## src/rtl/stream_fifo_pkg.sv

```systemverilog
`default_nettype none
// ============================================================================
//  Module      : stream_fifo_pkg
//  Description : Shared helpers for the stream FIFO. Holds the wrapping
//                pointer increment used by the read and write pointers.
//  Revision    : 1.0 - initial release
// ============================================================================
package stream_fifo_pkg;

    // Increment a pointer that lives in 0..depth-1 and wraps explicitly, so
    // non-power-of-two depths work without relying on modulo-2^n overflow.
    function automatic int unsigned next_ptr(input int unsigned ptr,
                                             input int unsigned depth);
        return (ptr == depth - 32'd1) ? 32'd0 : ptr + 32'd1;
    endfunction

endpackage
`default_nettype wire

```

## src/rtl/stream_fifo_if.sv

```systemverilog
`default_nettype none
// ============================================================================
//  Module      : stream_fifo_if
//  Description : Valid/ready stream bundle plus FIFO status. The slave modport
//                is the FIFO side; the master modport is the producer and
//                consumer environment.
//  Revision    : 1.0 - initial release
// ============================================================================
interface stream_fifo_if #(
    parameter int WIDTH = 32,
    parameter int DEPTH = 16
);
    localparam int CW = $clog2(DEPTH + 1);

    logic             in_valid;
    logic [WIDTH-1:0] in_data;
    logic             in_ready;
    logic             out_valid;
    logic [WIDTH-1:0] out_data;
    logic             out_ready;
    logic [CW-1:0]    count;
    logic             full;
    logic             empty;

    modport slave (
        input  in_valid, in_data, out_ready,
        output in_ready, out_valid, out_data, count, full, empty
    );

    modport master (
        output in_valid, in_data, out_ready,
        input  in_ready, out_valid, out_data, count, full, empty
    );
endinterface
`default_nettype wire

```

## src/rtl/stream_fifo_ptr.sv

```systemverilog
`default_nettype none
// ============================================================================
//  Module      : stream_fifo_ptr
//  Description : Wrapping pointer register (0..DEPTH-1) with an increment
//                enable and asynchronous active-low reset to zero.
//  Revision    : 1.0 - initial release
// ============================================================================
module stream_fifo_ptr
    import stream_fifo_pkg::*;
#(
    parameter int DEPTH = 16
) (
    input  wire logic                     clk,
    input  wire logic                     rst_n,
    input  wire logic                     inc,
    output logic [$clog2(DEPTH)-1:0]      ptr
);
    localparam int PW = $clog2(DEPTH);

    logic [PW-1:0] ptr_q;
    logic [PW-1:0] ptr_d;

    // Next pointer: hold, or step with explicit wrap at DEPTH-1.
    always_comb begin
        ptr_d = ptr_q;
        if (inc) begin
            ptr_d = PW'(next_ptr(32'(ptr_q), DEPTH));
        end
    end

    // Pointer register.
    always_ff @(posedge clk or negedge rst_n) begin
        if (!rst_n) begin
            ptr_q <= '0;
        end else begin
            ptr_q <= ptr_d;
        end
    end

    assign ptr = ptr_q;
endmodule
`default_nettype wire

```

## src/rtl/stream_fifo.sv

```systemverilog
`default_nettype none
// ============================================================================
//  Module      : stream_fifo
//  Description : Single-clock valid/ready FIFO, first-word-fall-through.
//                Handshake flags depend only on the registered count, so no
//                combinational path exists from in_valid/out_ready to outputs.
//                Optional macro STREAM_FIFO_ASSERT_EN compiles in embedded
//                protocol assertions; logic is identical either way.
//  Revision    : 1.0 - initial release
// ============================================================================
module stream_fifo #(
    parameter int WIDTH = 32,
    parameter int DEPTH = 16
) (
    input  wire logic       clk,
    input  wire logic       rst_n,
    stream_fifo_if.slave    bus
);
    localparam int CW = $clog2(DEPTH + 1);
    localparam int PW = $clog2(DEPTH);

    // Storage carries no reset: reset only discards entries via the pointers.
    logic [WIDTH-1:0] mem [DEPTH];

    logic [CW-1:0] count_q;
    logic [CW-1:0] count_d;
    logic [PW-1:0] wr_ptr;
    logic [PW-1:0] rd_ptr;
    logic          in_ready;
    logic          out_valid;
    logic          push;
    logic          pop;

    assign in_ready  = (count_q != CW'(DEPTH));
    assign out_valid = (count_q != '0);
    assign push      = bus.in_valid && in_ready;
    assign pop       = out_valid && bus.out_ready;

    stream_fifo_ptr #(.DEPTH(DEPTH)) u_wr_ptr (
        .clk   (clk),
        .rst_n (rst_n),
        .inc   (push),
        .ptr   (wr_ptr)
    );

    stream_fifo_ptr #(.DEPTH(DEPTH)) u_rd_ptr (
        .clk   (clk),
        .rst_n (rst_n),
        .inc   (pop),
        .ptr   (rd_ptr)
    );

    // Occupancy: +1 on push only, -1 on pop only, otherwise unchanged.
    always_comb begin
        count_d = count_q;
        case ({push, pop})
            2'b10:   count_d = count_q + CW'(1);
            2'b01:   count_d = count_q - CW'(1);
            default: count_d = count_q;
        endcase
    end

    // Occupancy register.
    always_ff @(posedge clk or negedge rst_n) begin
        if (!rst_n) begin
            count_q <= '0;
        end else begin
            count_q <= count_d;
        end
    end

    // Write port: capture in_data only on an accepted push.
    always_ff @(posedge clk) begin
        if (push) begin
            mem[wr_ptr] <= bus.in_data;
        end
    end

    assign bus.in_ready  = in_ready;
    assign bus.out_valid = out_valid;
    assign bus.out_data  = mem[rd_ptr];
    assign bus.count     = count_q;
    assign bus.full      = (count_q == CW'(DEPTH));
    assign bus.empty     = (count_q == '0);

`ifdef STREAM_FIFO_ASSERT_EN
    a_count_bound : assert property (@(posedge clk) disable iff (!rst_n)
        count_q <= CW'(DEPTH));

    a_no_push_full : assert property (@(posedge clk) disable iff (!rst_n)
        (count_q == CW'(DEPTH)) |-> !push);

    a_empty_no_valid : assert property (@(posedge clk) disable iff (!rst_n)
        (count_q == '0) |-> !out_valid);

    a_count_step : assert property (@(posedge clk) disable iff (!rst_n)
        1'b1 |=> ((count_q == $past(count_q)) ||
                  (count_q == $past(count_q) + CW'(1)) ||
                  (count_q == $past(count_q) - CW'(1))));

    a_data_hold : assert property (@(posedge clk) disable iff (!rst_n)
        (out_valid && !bus.out_ready) |=> $stable(bus.out_data));
`else
    // No embedded checks in this build.
`endif

endmodule
`default_nettype wire

```

## src/flat_wrapper.sv

```systemverilog
// flat-port wrapper written by rule: the top's interface ports become plain ports
module stream_fifo_flat 
#(
    parameter int WIDTH = 32,
    parameter int DEPTH = 16
)
  (clk, rst_n, bus_in_valid, bus_in_data, bus_out_ready, bus_in_ready, bus_out_valid, bus_out_data, bus_count, bus_full, bus_empty);
  stream_fifo_if #(.WIDTH(WIDTH), .DEPTH(DEPTH)) bus_i ();
  input  wire logic clk;
  input  wire logic rst_n;
  input wire logic [$bits(bus_i.in_valid)-1:0] bus_in_valid;
  input wire logic [$bits(bus_i.in_data)-1:0] bus_in_data;
  input wire logic [$bits(bus_i.out_ready)-1:0] bus_out_ready;
  output wire logic [$bits(bus_i.in_ready)-1:0] bus_in_ready;
  output wire logic [$bits(bus_i.out_valid)-1:0] bus_out_valid;
  output wire logic [$bits(bus_i.out_data)-1:0] bus_out_data;
  output wire logic [$bits(bus_i.count)-1:0] bus_count;
  output wire logic [$bits(bus_i.full)-1:0] bus_full;
  output wire logic [$bits(bus_i.empty)-1:0] bus_empty;
  assign bus_i.in_valid = bus_in_valid;
  assign bus_i.in_data = bus_in_data;
  assign bus_i.out_ready = bus_out_ready;
  assign bus_in_ready = bus_i.in_ready;
  assign bus_out_valid = bus_i.out_valid;
  assign bus_out_data = bus_i.out_data;
  assign bus_count = bus_i.count;
  assign bus_full = bus_i.full;
  assign bus_empty = bus_i.empty;
  stream_fifo #(.WIDTH(WIDTH), .DEPTH(DEPTH)) u_core (.clk(clk), .rst_n(rst_n), .bus(bus_i));
endmodule
```

## config.mk

```make
export PLATFORM = sky130hd
export DESIGN_NAME = stream_fifo_flat
export DESIGN_NICKNAME = d
export VERILOG_FILES = /design/src/rtl/stream_fifo_pkg.sv /design/src/rtl/stream_fifo_if.sv /design/src/rtl/stream_fifo_ptr.sv /design/src/rtl/stream_fifo.sv /design/src/flat_wrapper.sv
export SDC_FILE = /design/constraint.sdc
export NUM_CORES = 1
export LEC_CHECK = 0
export CAP_MARGIN = 20
export CORE_UTILIZATION = 55
export DETAILED_ROUTE_END_ITERATION = 6
export PLACE_DENSITY_LB_ADDON = 0.25
export SLEW_MARGIN = 40
export SYNTH_ARGS = -nofsm -noshare
export SYNTH_HDL_FRONTEND = slang
export SYNTH_HIERARCHICAL = 1
export SYNTH_SLANG_ARGS = --single-unit
```

## constraint.sdc

```tcl
create_clock -name clk -period 5.1 [get_ports clk]
set_input_delay 1.02 -clock clk [delete_from_list [all_inputs] [get_ports clk]]
set_output_delay 1.02 -clock clk [all_outputs]
set_load 0.01 [all_outputs]
```

Word level (Yosys, flattened, before mapping)
Memory sizes are Yosys's and may differ from the RTL's.
Index checks and enable logic that the tools add are counted.
{ "word_totals": {"inputBits": 36, "regBits": 13, "ram_bits": 512, "n_memories": 1, "output_inout_bits": 41} }
{ "mem_list": {"columns": ["name", "words", "width", "rd", "rd_clocked_by_memory_dff", "wr", "line", "text"], "rows": [
  ["u_core.mem", 16, 32, 1, 0, 1, "stream_fifo.sv:23", "logic [WIDTH-1:0] mem [DEPTH];"]
]} }
{ "classes": {"reduce_logical": 5, "n_eq_ne": 6, "n_addsub": 4, "mux": 5} }
{ "ops": {"columns": ["operator", "n"], "rows": [
  ["$pmux W5 S2", 1],
  ["$add A4 B1 Y4 const B", 2],
  ["$eq A4 B4 Y1 const B", 2],
  ["$mux W4", 2],
  ["$add A5 B1 Y5 const B", 1],
  ["$eq A5 B5 Y1 const B", 1],
  ["$logic_not A5 Y1", 1],
  ["$ne A5 B5 Y1 const B", 1],
  ["$reduce_bool A5 Y1", 1],
  ["$sub A5 B1 Y5 const B", 1],
  ["$eq A2 B1 Y1 const B", 1],
  ["$eq A2 B2 Y1 const B", 1],
  ["$logic_and A1 B1 Y1", 2],
  ["$mux W1", 2],
  ["$reduce_bool A2 Y1", 1]
]} }

Depth between registers and ports, before layout
Gate-level depths: netlist (run 1).
{ "depth": {"ltp_word": 4, "ltp_mapped": 11, "ltp_nobuf": 10} }

Hierarchy
Netlist (run 1), hierarchy kept.
{ "by_module_without_submodules": {"columns": ["module", "seq_area_each_um2", "area_per_inst_um2", "cells_each", "n_inst"], "rows": [
  ["stream_fifo", 15499.9, 19607.6, 851, 1],
  ["stream_fifo_ptr", 100.1, 180.2, 17, 2]
]} }

Worst setup path before layout (run 1)
Ideal clock, no wire load.
{ "synth_path": {"path_kind": "input to register", "start": "in bus_in_valid", "end": "mem u_core.mem[0][0], enable pin", "n_path_buf": 0, "required_ns": 4.587, "setup_time_ns": 0.513, "path_stages": 2, "t_arrival_ns": 4.559, "setup_slack_ns": 0.028, "cell_sequence": "nand2_1 nor4b_1"} }
{ "synth_via": {"elab_chain_cells": 3} }
{ "synth_rtl": {"columns": ["item", "line", "text"], "rows": [
  ["start, declared", "flat_wrapper.sv:11", "input wire logic [$bits(bus_i.in_valid)-1:0] bus_in_valid;"],
  ["$logic_and A1 B1 Y1", "stream_fifo.sv:36", "assign push = bus.in_valid && in_ready;"],
  ["$mux W1", "stream_fifo.sv:74", "if (push) begin"],
  ["$mux W1 (implied by the code)", "stream_fifo.sv:75", "mem[wr_ptr] <= bus.in_data;"],
  ["end, declared", "stream_fifo.sv:23", null]
]} }
Every way passes these cells.

Final worst setup path (run 1)
{ "layout_path": {"start": "reg u_core.u_rd_ptr.ptr_q[0], in the netlist u_core/u_rd_ptr/ptr[0]", "end": "out bus_out_data[2]"} }
{ "layout_via": {"elab_chain_cells": 1} }
{ "layout_rtl": {"columns": ["item", "line", "text"], "rows": [
  ["start, declared", "stream_fifo_ptr.sv:20", "logic [PW-1:0] ptr_q;"],
  ["start signal, assigned", "stream_fifo_ptr.sv:36", "ptr_q <= ptr_d;"],
  ["$mem_v2 Z16 W32", null, null],
  ["end, declared", "flat_wrapper.sv:16", "output wire logic [$bits(bus_i.out_data)-1:0] bus_out_data;"]
]} }
Every way passes these cells.

==> results of run 1 <==
[power by group through the flow]
stage	clock [W]	combinational, W	sequential (W)
finish	0.00358	0.00373	0.00553
global route	0.00381	0.00401	0.00558
CTS	0.00365	0.00379	0.00554
detailed placement	0	0.00376	0.00562
global placement	0	0.00370	0.00560
floorplan	0	0.00245	0.00543
[registers in the layout (all words and copies together), names as in the netlist]
| signal | cells |
|---|---|
| u_core/mem | 512 |
| u_core/bus.count | 5 |
| u_core/u_rd_ptr/ptr | 4 |
| u_core/u_wr_ptr/ptr | 4 |
[cells by family after synthesis]
logic type               count (synthesis)  share of synthesized area [%]
multiplexers                           131                           14.6
flip-flops                             525                           78.6
buffers and inverters                   54                           1.24
AO/OA/AOI/OAI                           82                           2.95
adder cells (fa/ha/maj)                  7                          0.476
XOR/XNOR                                 5                          0.219
AND/OR/NAND/NOR                         81                           1.89
[worst reg2reg max path, cell delays in order, from the launching register on]
cell and delay [ns]:
sky130_fd_sc_hd__dfrtp_1 0.43, sky130_fd_sc_hd__nor4_1 0.34, sky130_fd_sc_hd__nand2_1 0.15, sky130_fd_sc_hd__nand2_2 0.41
sky130_fd_sc_hd__ha_1 0.39, sky130_fd_sc_hd__ha_1 0.32, sky130_fd_sc_hd__nor2b_1 0.15, sky130_fd_sc_hd__o21a_1 0.19
sky130_fd_sc_hd__o311ai_0 0.30, sky130_fd_sc_hd__o311ai_0 0.21
[layout by cell type, fill, tap and decap left out, drive strengths merged, types with 2 or more instances in the layout]
cell type      instances
clkbuf                63
clkinv                26
nor2b                  5
bufinv                 4
dfrtp                 13
a21oi                  3
buf                   33
mux4                 128
inv                   10
clkdlybuf4s50         76
nand4                  2
edfxtp               512
nor4                   7
mux2                   2
ha                     6
xor2                   2
o311ai                 2
o21ai                  9
nand2b                 4
nand2                 43
a22oi                 64
nor3                  10
nand3                  4
nor2                   3
xnor2                  3
[worst min path at each step]
stage                                start  slack [ns]                endpoint  cells after the start
floorplan           u_core/u_rd_ptr/ptr[3]        0.51  u_core/u_rd_ptr/ptr[3]                      1
global placement       u_core/bus.count[2]        0.54     u_core/bus.count[2]                      2
detailed placement     u_core/bus.count[2]        0.54     u_core/bus.count[2]                      2
CTS                    u_core/bus.count[2]        0.56     u_core/bus.count[2]                      2
global route           u_core/bus.count[0]        0.60     u_core/bus.count[0]                      1
finish                 u_core/bus.count[2]        0.56     u_core/bus.count[2]                      2
[metrics by stage]
step | std cells | area, um^2 | setup WS [ns] | total power [W]
floorplan | 885 | 20000 | 0.0278 | 0.00787
global placement | 1409 | 21500 | 1.31 | 0.00930
detailed placement | 1410 | 21500 | 1.24 | 0.00938
CTS | 1504 | 23100 | 0.714 | 0.0130
global route | 1504 | 23100 | 0.584 | 0.0134
finish | 1505 | 23100 | 0.778 | 0.0128
[layer usage]
metal,track usage [%],vias up,wire length (um),part of all wire (%)
li1,-,3998,-,-
met1,33.0,4946,16900,42
met2,36.7,340,20000,49
met3,3.93,72,2620,6.5
met4,6.33,2,926,2.3
met5,0,-,17,0.042
[final cells by class]
class	count	area [um^2]	share of cell area, %
Sequential cell	525	15700	68.0
Tap cell	461	577	2.50
Multi-Input combinational cell	306	4140	17.9
Clock inverter	31	260	1.13
Timing Repair Buffer	109	1050	4.56
Clock buffer	63	1340	5.81
Antenna cell	1	2.50	0.0108
Inverter	9	33.8	0.146
==> results.cfg, run 1 <==
[floorplan]
die-area_um2 = 37100
row_count = 69
ios = 77
fp.dieW_um = 193
core_region_area_um2 = 35700
die_h_um = 193
initial_core_util_pct = 56.0

[power_and_ir_drop]
comb_power_share_pct = 29.0
p_clk_share_pct = 27.9
power_switching_w = 0.00369
leakage_nw = 7.34
power_switching_share_pct = 28.8
max-vdd-ir-drop_mv = 0.489
seq_power_share_pct = 43.1
p_int_w = 0.00915
power.density_cell_area_nw_per_um2 = 556

[layout]
fin_util_pct = 64.8
final_layout_size_suffix_gt1_share_pct = 24.7
areaGrowthSynthToFinish_pct = 15.8
finish.net_count = 1045
fillers = 2311

[yosys]
syn_area_per_cell_um2 = 22.6
synth_fp_nets = 928
share_of_synthesized_flip_flops_with_an_asynchronous_set_or_reset_pct = 2.48
synth-seq-cells = 525
yosys.area.top_type_share_pct = 77.0
synth_area_leader_cell = sky130_fd_sc_hd__edfxtp_1
ys_warn_count = 6
synthCells = 885
synth.most_common_cell = sky130_fd_sc_hd__edfxtp_1
synth.cell_area_um2 = 20000
synth_edf_count = 512
synth.top_cells.by_area = sky130_fd_sc_hd__edfxtp_1 (77%), sky130_fd_sc_hd__mux4_2 (14%), sky130_fd_sc_hd__a22oi_1 (2.4%)
ys_top_cells_by_count = sky130_fd_sc_hd__edfxtp_1 (512), sky130_fd_sc_hd__mux4_2 (128), sky130_fd_sc_hd__a22oi_1 (64)
yosys_most_used_dff = sky130_fd_sc_hd__edfxtp_1
yosysUniqueCellTypes = 34
synth.yosys.seq_area_share_pct = 78.6

[setup_path]
rrSetupSlack_ns = 2.05
rr_startpoint = u_core/bus.count[0]
setup.worst_path.end_class = primary output
timing.critical_path.fanout_max = 32
crit_path_cell_trace = buf_4 -> mux4_2 -> a22oi_1 -> nand2_1 -> clkdlybuf4s50_1
max_stage_delay_ns = 0.89
critical_path_at_ns = 3.30
rr_worst_depth = 9
critical_path_depth = 5
worst_setup_path_start = u_core/u_rd_ptr/ptr[0]
path_class = reg2out
start_kind = flip-flop
critPathTopFamily = buffers and inverters
worst_setup_path_endpoint = bus_out_data[2]
rr_endpoint = u_core/bus.count[4]
path_buf_inv = 2
cpMaxStageDelayCell = sky130_fd_sc_hd__dfrtp_4
crit_required_ns = 4.08

[status]
violations = design-rule violations
outcome = complete, but fails checks

[routing]
detailedRoute.firstIterationViolations = 694
route.vias.total = 9358
avgRoutedWirePerCell_um = 26.9
routed_wirelength_um = 40400
detail-route-antenna-nets = 0
remaining_drc_errors = 20
drt_first_pass_iters = 7
detail_route.vias_per_cell = 6.22

[sta]
worst-slew-pin-transition_ns = 0.784
final-max-slew-violation-count = 0
finalSetupTns_ns = 0
slew_headroom_pct = 47.6
skew_ns = 0.0141
finalHoldViolations = 0
report.final.setup_viol = 0
maxClockFrequency_mhz = 231
final.min_clock_period_ns = 4.32
ratio_of_final_minimum_period_to_clock_period_pct = 84.7
setup_repair_after_global_routing_missed_its_margin = false
fin_hold_ws_ns = 0.558

[grt]
first_global_vias = 9633
gr-total-overflow = 0
pin_count_of_the_biggest_net_entering_global_routing = 53
grt_usage_pct = 22.9
antenna_found_initial = 2
grt_first_pass_wirelength_um = 60400

[clock_network]
post_cts_hold_buffer_count = 0
cts_post_setup_buffers_inserted = 0
maximum_count_of_clock_buffers_along_a_single_path = 3
cts-htree-levels = 2
number_of_clock_sinks = 525
clockRootBuffer = sky130_fd_sc_hd__clkbuf_16
insertion_delay_ns = 0.55
numCtsBuffers = 51
clk_transition_reported_paths_ns = 0.06
cts-resized-gates = 0
cts_tree = yes

[hold_path]
hold_path_class = reg2reg

[job]
cap_viol_max_count = 0

[place]
dp_hpwl_um = 20500
portBuffers = 76
finalWeightedCongestion = 0.712
Note: power is estimated with default switching activity, not from simulation.
==> run 2, diff against run 1 <==
CORE_UTILIZATION = 54   (was 55)
clock period = 3.9 ns   (was 5.1 ns; I/O delays follow)
==> run 2 against run 1 <==
  * Worst hold slack improved by 0.0015 ns
  * Non-clock buffer count up 2
  * The run now ends clean
  * Utilization down 1.6 points
  * Critical endpoint is now bus_out_data[20]
  * Combinational power up 36%
==> results.cfg, run 2 (synthesis gave the netlist of run 1 again) <==
[status]
outcome = finished clean

[place]
dp_hpwl_um = 20500
finalWeightedCongestion = 0.735
portBuffers = 76
place_ws_ns = 0.681

[clock_network]
clockRootBuffer = sky130_fd_sc_hd__clkbuf_16
maximum_count_of_clock_buffers_along_a_single_path = 3
cts_post_setup_buffers_inserted = 0
numCtsBuffers = 51
cts-resized-gates = 0
post_cts_hold_buffer_count = 0
cts_tree = yes
cts-htree-levels = 2
number_of_clock_sinks = 525
insertion_delay_ns = 0.56
clk_transition_reported_paths_ns = 0.06

[grt]
grt_usage_pct = 22.5
gr-total-overflow = 0
first_global_vias = 9673
pin_count_of_the_biggest_net_entering_global_routing = 58
antenna_found_initial = 0
grt_first_pass_wirelength_um = 61400

[setup_path]
setup.worst_path.end_class = primary output
cpMaxStageDelayCell = sky130_fd_sc_hd__mux4_2
crit_required_ns = 3.12
timing.critical_path.fanout_max = 57
rr_worst_depth = 10
start_kind = flip-flop
path_buf_inv = 2
critical_path_depth = 5
critical_path_at_ns = 2.91
max_stage_delay_ns = 0.58
path_class = reg2out
critPathTopFamily = buffers and inverters
crit_path_cell_trace = buf_12 -> mux4_2 -> a22oi_1 -> nand2_1 -> clkdlybuf4s50_1

[sta]
maxClockFrequency_mhz = 271
setup_repair_after_global_routing_missed_its_margin = false
fin_hold_ws_ns = 0.559
final.min_clock_period_ns = 3.69
slew_headroom_pct = 51.4
final-max-slew-violation-count = 0
worst-slew-pin-transition_ns = 0.727
ratio_of_final_minimum_period_to_clock_period_pct = 94.7
report.final.setup_viol = 0
finalHoldViolations = 0
skew_ns = 0.0140
worst_case_setup_margin_in_the_final_layout_ns = 0.208

[floorplan]
die-area_um2 = 37800
die_h_um = 194
fp.dieW_um = 194
row_count = 70
core_region_area_um2 = 36500
ios = 77
initial_core_util_pct = 54.7

[layout]
fillers = 2422
layout_common_cells = sky130_fd_sc_hd__edfxtp_1 (512), sky130_fd_sc_hd__mux4_2 (128), sky130_fd_sc_hd__clkdlybuf4s50_1 (76)
largest_register_ffs = 512
antenna-diode-count = 0
fin_util_pct = 63.2
areaGrowthSynthToFinish_pct = 15.6
most_frequent_standard_cell_in_the_layout_excluding_fill_and_tap_cells = sky130_fd_sc_hd__edfxtp_1
finish.net_count = 1047
largest_register = u_core/mem
final_layout_size_suffix_gt1_share_pct = 24.5

[routing]
route.vias.total = 9304
detailedRoute.firstIterationViolations = 716
drt_first_pass_iters = 5
detail-route-antenna-nets = 0
avgRoutedWirePerCell_um = 27.3
remaining_drc_errors = 0
detail_route.vias_per_cell = 6.16
routed_wirelength_um = 41200

[power_and_ir_drop]
p_int_w = 0.0118
leakage_nw = 7.32
p_clk_share_pct = 27.0
seq_power_share_pct = 42.4
power_switching_share_pct = 29.0
comb_power_share_pct = 30.6
max-vdd-ir-drop_mv = 0.636
report.power.total_w = 0.0167
power.density_cell_area_nw_per_um2 = 721
power_switching_w = 0.00483

[hold_path]
hold_path_class = reg2reg
hold_path_depth = 2

[job]
cap_viol_max_count = 0
[run 2: cell types whose count changed in the layout (fill, tap and decap cells not counted), moves of 2 or more]
cell	change
sky130_fd_sc_hd__clkbuf_1	+2
sky130_fd_sc_hd__clkinv_2	-2
sky130_fd_sc_hd__bufinv_16	-3
sky130_fd_sc_hd__buf_12	+3
[run 2: layout make-up]
type / instances / area, um^2 / share of cell area, %
Sequential cell: 525 / 15700 / 68.0
Multi-Input combinational cell: 306 / 4140 / 17.9
Clock buffer: 66 / 1360 / 5.91
Timing Repair Buffer: 111 / 1100 / 4.76
Tap cell: 468 / 586 / 2.54
Clock inverter: 25 / 155 / 0.672
Inverter: 9 / 33.8 / 0.146
[run 2: metal layers]
metal / vias to the layer above / share of wire [%] / track usage, %
met5: - / 0 / 0
met4: 0 / 2.0 / 6.00
met3: 68 / 5.2 / 2.76
met2: 271 / 52 / 39.0
met1: 4971 / 41 / 30.6
li1: 3994 / - / -
[run 2: through the flow]
stage,area [um^2],std cells,setup TNS [ns]
global route,23100,1510,0
detailed placement,21600,1419,0
floorplan,20000,885,-130.33
CTS,23100,1510,0
global placement,21600,1419,0
finish,23100,1510,0
[run 2: path summary, 6_finish.rpt]
kind                                        start                endpoint  slack, ns
max                        u_core/u_rd_ptr/ptr[0]        bus_out_data[20]       0.21
min                           u_core/bus.count[3]     u_core/bus.count[3]       0.56
max reg2reg                   u_core/bus.count[0]     u_core/bus.count[4]       0.90
min reg2reg                   u_core/bus.count[3]     u_core/bus.count[3]       0.56
max in group asynchronous                   rst_n  u_core/u_rd_ptr/ptr[0]       2.71
min in group asynchronous                   rst_n     u_core/bus.count[0]       0.65
[run 2: power groups by stage]
stage               Clock (W)  Combinational, W  Sequential (W)
global route          0.00477           0.00546         0.00712
floorplan                   0           0.00320         0.00710
CTS                   0.00458           0.00519         0.00707
global placement            0           0.00511         0.00715
finish                0.00449           0.00509         0.00707
detailed placement          0           0.00516         0.00719
[run 2: tightest hold or removal path, stage by stage (launching register included)]
cell	delay (ns)
sky130_fd_sc_hd__dfrtp_1	0.39
sky130_fd_sc_hd__nand2_1	0.06
sky130_fd_sc_hd__o21ai_0	0.07
==> run 3, diff against run 2 <==
CORE_ASPECT_RATIO = 0.5   (was unset)
==> run 3 against run 2 <==
  * The run now ends with design-rule violations left
  * Highest routed layer unchanged
  * Via count up 2.2%
  * Cell area about the same
  * Global-route usage up 0.42 points
  * Flip-flop and latch count unchanged
  * Combinational power up 1%
  * Non-clock buffer count up 12
  * Routed wire length up 1.5%
  * Setup slack worse by 0.061 ns
  * Sequential power about the same
==> results.cfg, run 3 (synthesis gave the netlist of run 1 again) <==
[place]
numPlacedInstances = 1447
portBuffers = 76
dp_hpwl_um = 22500
finalWeightedCongestion = 0.737

[layout]
most_frequent_standard_cell_in_the_layout_excluding_fill_and_tap_cells = sky130_fd_sc_hd__edfxtp_1
antenna-diode-count = 0
finish.net_count = 1053
largest_register_ffs = 512
finish.cell_count_without_fillers = 1525
fillers = 2340
areaGrowthSynthToFinish_pct = 15.7
layout_common_cells = sky130_fd_sc_hd__edfxtp_1 (512), sky130_fd_sc_hd__mux4_2 (128), sky130_fd_sc_hd__clkdlybuf4s50_1 (76)
final_layout_size_suffix_gt1_share_pct = 24.6
fin_util_pct = 63.9
largest_register = u_core/mem

[clock_network]
number_of_clock_sinks = 525
clk_transition_reported_paths_ns = 0.06
cts_tree = yes
insertion_delay_ns = 0.57
cts_post_setup_buffers_inserted = 0
cts-htree-levels = 2
clockRootBuffer = sky130_fd_sc_hd__clkbuf_16
numCtsBuffers = 45
maximum_count_of_clock_buffers_along_a_single_path = 3

[setup_path]
start_kind = flip-flop
cpMaxStageDelayCell = sky130_fd_sc_hd__dfrtp_4
timing.critical_path.fanout_max = 35
critical_path_at_ns = 2.97
critPathTopFamily = buffers and inverters
path_class = reg2out
setup.worst_path.end_class = primary output
crit_required_ns = 3.12
crit_path_cell_trace = buf_12 -> mux4_2 -> a22oi_1 -> nand2_1 -> clkdlybuf4s50_1
max_stage_delay_ns = 0.65
path_buf_inv = 2

[sta]
maxClockFrequency_mhz = 266
final-max-slew-violation-count = 0
worst-slew-pin-transition_ns = 0.652
finalHoldViolations = 0
setup_repair_after_global_routing_missed_its_margin = false
report.final.setup_viol = 0
final.min_clock_period_ns = 3.75
ratio_of_final_minimum_period_to_clock_period_pct = 96.2
slew_headroom_pct = 56.4
skew_ns = 0.0259

[hold_path]
hold_path_class = reg2reg

[power_and_ir_drop]
leakage_nw = 7.32
max-vdd-ir-drop_mv = 0.511
comb_power_share_pct = 31.1
seq_power_share_pct = 42.9
power_switching_share_pct = 29.2
power_switching_w = 0.00483
p_clk_share_pct = 26.0
power.density_cell_area_nw_per_um2 = 717
p_int_w = 0.0117

[floorplan]
die-area_um2 = 37800
die_h_um = 138
core_region_area_um2 = 36200
ios = 77
fp.dieW_um = 274
row_count = 49
initial_core_util_pct = 55.2

[routing]
avgRoutedWirePerCell_um = 27.4
detail_route.vias_per_cell = 6.24
remaining_drc_errors = 11
drt_first_pass_iters = 7
routed_wirelength_um = 41800
detail-route-antenna-nets = 0
detailedRoute.firstIterationViolations = 1041
route.vias.total = 9511

[grt]
grt_usage_pct = 22.9
gr-total-overflow = 0
antenna_found_initial = 0
grt_first_pass_wirelength_um = 61900
pin_count_of_the_biggest_net_entering_global_routing = 59
first_global_vias = 9882

[job]
cap_viol_max_count = 0

[status]
violations = design-rule violations
outcome = complete, but fails checks
-- run 3: cell count changes in the layout (fill, tap and decap cells not counted), sizes merged --
cell and delta:
buf +12, bufinv +2, clkbuf -11, clkinv -5
clkinvlp +1
-- run 3: worst paths after layout --
| kind | cells after the start | end | slack (ns) | startpoint |
|---|---|---|---|---|
| setup / recovery | 5 | bus_out_data[29] | 0.15 | u_core/u_rd_ptr/ptr[0] |
| hold / removal | 1 | u_core/bus.count[0] | 0.57 | u_core/bus.count[0] |
| setup reg to reg | 10 | u_core/bus.count[4] | 0.79 | u_core/bus.count[0] |
| hold reg to reg | 1 | u_core/bus.count[0] | 0.57 | u_core/bus.count[0] |
| max in group asynchronous | 1 | u_core/u_rd_ptr/ptr[0] | 2.80 | rst_n |
| min in group asynchronous | 1 | u_core/bus.count[2] | 0.62 | rst_n |
-- run 3: through the flow --
stage / setup WS, ns / TNS, ns / hold slack (ns) / power, W / cell area [um^2]
3_3_place_gp: 0.557 / 0 / 0.542 / 0.0123 / 21700
3_5_place_dp: 0.500 / 0 / 0.549 / 0.0124 / 21700
2_1_floorplan: -0.679 / -130.33 / 0.484 / 0.0103 / 20000
6_report: 0.147 / 0 / 0.567 / 0.0166 / 23100
5_1_grt: 0.0172 / 0 / 0.620 / 0.0172 / 23100
4_1_cts: 0.0746 / 0 / 0.562 / 0.0167 / 23100
-- run 3: repair_timing --
action | in CTS | in global routing
resized for setup | 0 | 1
endpoints found under the setup margin | 0 | 2
hold buffers | 0 | 0
-- run 3: layout make-up --
type | instances | area (um^2) | share of cell area [%]
well taps | 484 | 606 | 2.62
repair buffers | 123 | 1220 | 5.27
clock buffers | 55 | 1210 | 5.22
multi-input cells | 306 | 4140 | 17.9
inverters | 9 | 33.8 | 0.146
flip-flops and latches | 525 | 15700 | 68.0
clock inverters | 23 | 194 | 0.839
-- run 3: power by group through the flow --
stage               logic (W)  clock network [W]  registers (W)
finish                0.00515            0.00431        0.00710
global route          0.00550            0.00460        0.00715
CTS                   0.00521            0.00439        0.00710
detailed placement    0.00517                  0        0.00722
global placement      0.00514                  0        0.00718
floorplan             0.00320                  0        0.00710
-- run 3: worst register-to-register path, delay by kind of cell (launching register included) --
family | cells | cell delay, ns
compound gates | 3 | 0.80
fa+ha+maj | 2 | 0.70
buf+inv | 1 | 0.29
flops | 1 | 0.43
simple gates | 4 | 0.75
-- run 3: metal layers --
metal	GRT usage, %	share of wire (%)	routed length (um)	up-vias
met2	35.8	48	20200	372
met3	3.67	7.7	3230	59
met5	0	0	0	-
met4	6.30	1.7	726	0
met1	34.2	42	17700	5067
li1	-	-	-	4013
==> RTL edit: new RTL, config.mk and constraints of run 2 <==
`DEPTH` is set to 16 in 4 places; all go to 64.
--- a/src/rtl/stream_fifo_if.sv
+++ b/src/rtl/stream_fifo_if.sv
@@ -8,7 +8,7 @@
 // ============================================================================
 interface stream_fifo_if #(
     parameter int WIDTH = 32,
-    parameter int DEPTH = 16
+    parameter int DEPTH = 64
 );
     localparam int CW = $clog2(DEPTH + 1);
 
--- a/src/rtl/stream_fifo_ptr.sv
+++ b/src/rtl/stream_fifo_ptr.sv
@@ -8,7 +8,7 @@
 module stream_fifo_ptr
     import stream_fifo_pkg::*;
 #(
-    parameter int DEPTH = 16
+    parameter int DEPTH = 64
 ) (
     input  wire logic                     clk,
     input  wire logic                     rst_n,
--- a/src/rtl/stream_fifo.sv
+++ b/src/rtl/stream_fifo.sv
@@ -10,7 +10,7 @@
 // ============================================================================
 module stream_fifo #(
     parameter int WIDTH = 32,
-    parameter int DEPTH = 16
+    parameter int DEPTH = 64
 ) (
     input  wire logic       clk,
     input  wire logic       rst_n,
--- a/src/flat_wrapper.sv
+++ b/src/flat_wrapper.sv
@@ -2,7 +2,7 @@
 module stream_fifo_flat 
 #(
     parameter int WIDTH = 32,
-    parameter int DEPTH = 16
+    parameter int DEPTH = 64
 )
   (clk, rst_n, bus_in_valid, bus_in_data, bus_out_ready, bus_in_ready, bus_out_valid, bus_out_data, bus_count, bus_full, bus_empty);
   stream_fifo_if #(.WIDTH(WIDTH), .DEPTH(DEPTH)) bus_i ();
Interface: changed (resized bus_count); port bits go from 77 to 79. No check against the original RTL was run, so the function may have changed too.
==> RTL edit against run 2 <==
  * The run now ends with negative setup slack left
  * Combinational power grew to 5.3 times the old value
  * Largest power group is now combinational cells
  * Sequential cell count is 1542 higher
  * Synthesized area grew to 4.0 times the old value
  * Global-route usage is 5.7 points higher
  * Power grew to 4.3 times the old value
  * Routed wire length grew to 5.0 times the old value
  * Design area grew to 4.1 times the old value
  * Worst setup slack worse by 0.68 ns
  * Core utilization is 2.6 points higher
==> RTL edit: results (changes against run 2) <==
[place]
placed_area_mm2 = 0.0850  ; was 0.0216 mm2
routabilityCongestion = 0.818  ; was 0.735
port_buffers = 78  ; was 76
post-place-cells = 5566  ; was 1419
dp_hpwl_um = 112000  ; was 20500 um

[yosys]
yosys-top-cells-area = edfxtp_1 (78%), mux4_2 (14%), mux2i_1 (0.98%)  ; was edfxtp_1 (77%), mux4_2 (14%), a22oi_1 (2.4%)
synth_common_cells = edfxtp_1 (2048), mux4_2 (501), nor2_1 (109), a21oi_1 (86), clkbuf_1 (85)  ; was edfxtp_1 (512), mux4_2 (128), a22oi_1 (64), nand2_1 (43), clkbuf_1 (18)
avgSynthCellArea_um2 = 22.8  ; was 22.6 um2
yosysSeqAreaShare_pct = 78.5  ; was 78.6%
synth_edf_count = 2048  ; was 512
yosysUniqueCellTypes = 55  ; was 34
async_flop_share_pct = 0.919  ; was 2.48%

[timing]
clock_skew_ns = 0.0235  ; was 0.0140 ns
tightestPinTransition_ns = 0.862  ; was 0.727 ns
setup_violations = 32  ; was 0
fin_ws_ns = -0.470  ; was 0.208 ns

[power_and_ir_drop]
leakage_nw = 30.2  ; was 7.32 nW
p_sw_mw = 22.7  ; was 4.83 mW
irDropWorstVdd_uv = 523  ; was 636 uV

[finish]
largest_reg_flops = 2048  ; was 512
final_nets = 4045  ; was 1047
drive_above_1_share_pct = 37.9  ; was 24.5%

[global_route]
grt_pass1_wl_um = 291000  ; was 61400 um
first_global_vias = 40300  ; was 9673
grt_max_degree = 65  ; was 58
antenna_found_initial = 1  ; was 0

[outcome]
status = finished, violations left  ; was finished, final reports clean
violations = negative setup slack

[cts]
numCtsBuffers = 199  ; was 51
htree_levels = 4  ; was 2
clk_latency_ns = 0.82  ; was 0.56 ns

[worst_setup_path]
slowest_stage = dfrtp_4  ; was mux4_2
crit_fanout = 6  ; was 57
r2r.worst_path.cells = 13  ; was 10
max_stage_delay_ns = 0.52  ; was 0.58 ns
crit_family = buffers and inverters  ; unchanged

[routing]
num_vias = 39900  ; was 9304
vias_per_cell = 6.59  ; was 6.16
drt-pass1-iter-count = 6  ; was 5
routed_wl_um = 206000  ; was 41200 um

[hold_path]
min_path_type = primary input to async pin  ; was flip-flop to flip-flop

## RTL edit: changes by cell type in the layout (fill, tap and decap cells not counted), moves of 39 or more
cell and change:
buf_12 +107, buf_6 +56, a22o_1 +39, a21oi_1 +42
a22oi_1 -60, clkdlybuf4s50_1 -63, buf_4 +253, mux2i_1 +56
nor2_4 +71, clkbuf_16 +152, mux4_2 +373, edfxtp_1 +1536
clkbuf_1 +49
## RTL edit: timing repair
item	in CTS	in global routing
hold endpoints to repair	19	0
pin swaps	78	38
cloned	15	3
endpoints found under the setup margin	32	32
resized for setup	512	72
hold buffers	1	0
buffers inserted	113	22
## RTL edit: cells by family after synthesis
family                     after synthesis  synth area share (%)
DFF                                   2067                  78.5
muxes                                  596                  15.5
AOI/OAI and AO/OA                      332                  2.95
and+or+nand+nor                        244                  1.48
buffers and inverters                  203                  1.26
xor gates and xnor gates                10                 0.111
adders and majority gates                9                 0.152
## RTL edit: layout make-up
cell class              instances  area [um2]
multi-input cells            1191       18100
flip-flops and latches       2067       62000
inverters                      17        63.8
fillers                      9057       49400
clock inverters                94         838
clock buffers                 265        5290
well taps                    1903        2380
repair buffers                524        6240
## RTL edit: per-stage QoR
stage	hold WS [ns]	setup TNS [ns]	worst slack [ns]
2_1_floorplan	0.484	0	0.476
3_3_place_gp	0.536	-2.24	-0.559
3_5_place_dp	0.533	-1.09	-0.420
4_1_cts	0.403	-9.64	-0.503
5_1_grt	0.437	-11.99	-0.526
6_report	0.459	-10.20	-0.470
## RTL edit: metal layers
layer,up-vias,GRT usage [%],part of all wire [%]
li1,16000,-,-
met2,2290,44.6,48
met5,-,0,0.0063
met4,2,11.2,4.1
met3,364,5.96,9.8
met1,21300,38.9,38
## RTL edit: how the worst max path moves through the flow
stage,from,end,slack (ns),cells past startpoint
after floorplan,bus_in_valid,u_core/mem[63][0],0.48,4
after global placement,u_core/u_rd_ptr/ptr[0],bus_out_data[17],-0.56,11
after detailed placement,u_core/u_rd_ptr/ptr[0],bus_out_data[11],-0.42,9
after CTS,u_core/u_rd_ptr/ptr[0],bus_out_data[17],-0.50,12
after global routing,u_core/u_rd_ptr/ptr[0],bus_out_data[24],-0.53,11
final,u_core/u_rd_ptr/ptr[0],bus_out_data[24],-0.47,11
## RTL edit: power groups by stage
stage	Clock, mW	Sequential [mW]	Combinational, mW
floorplan	0	26.0	11.9
global placement	0	26.2	21.2
detailed placement	0	26.2	21.4
CTS	18.6	25.7	26.3
global route	19.4	25.7	28.2
finish	18.3	25.7	27.2
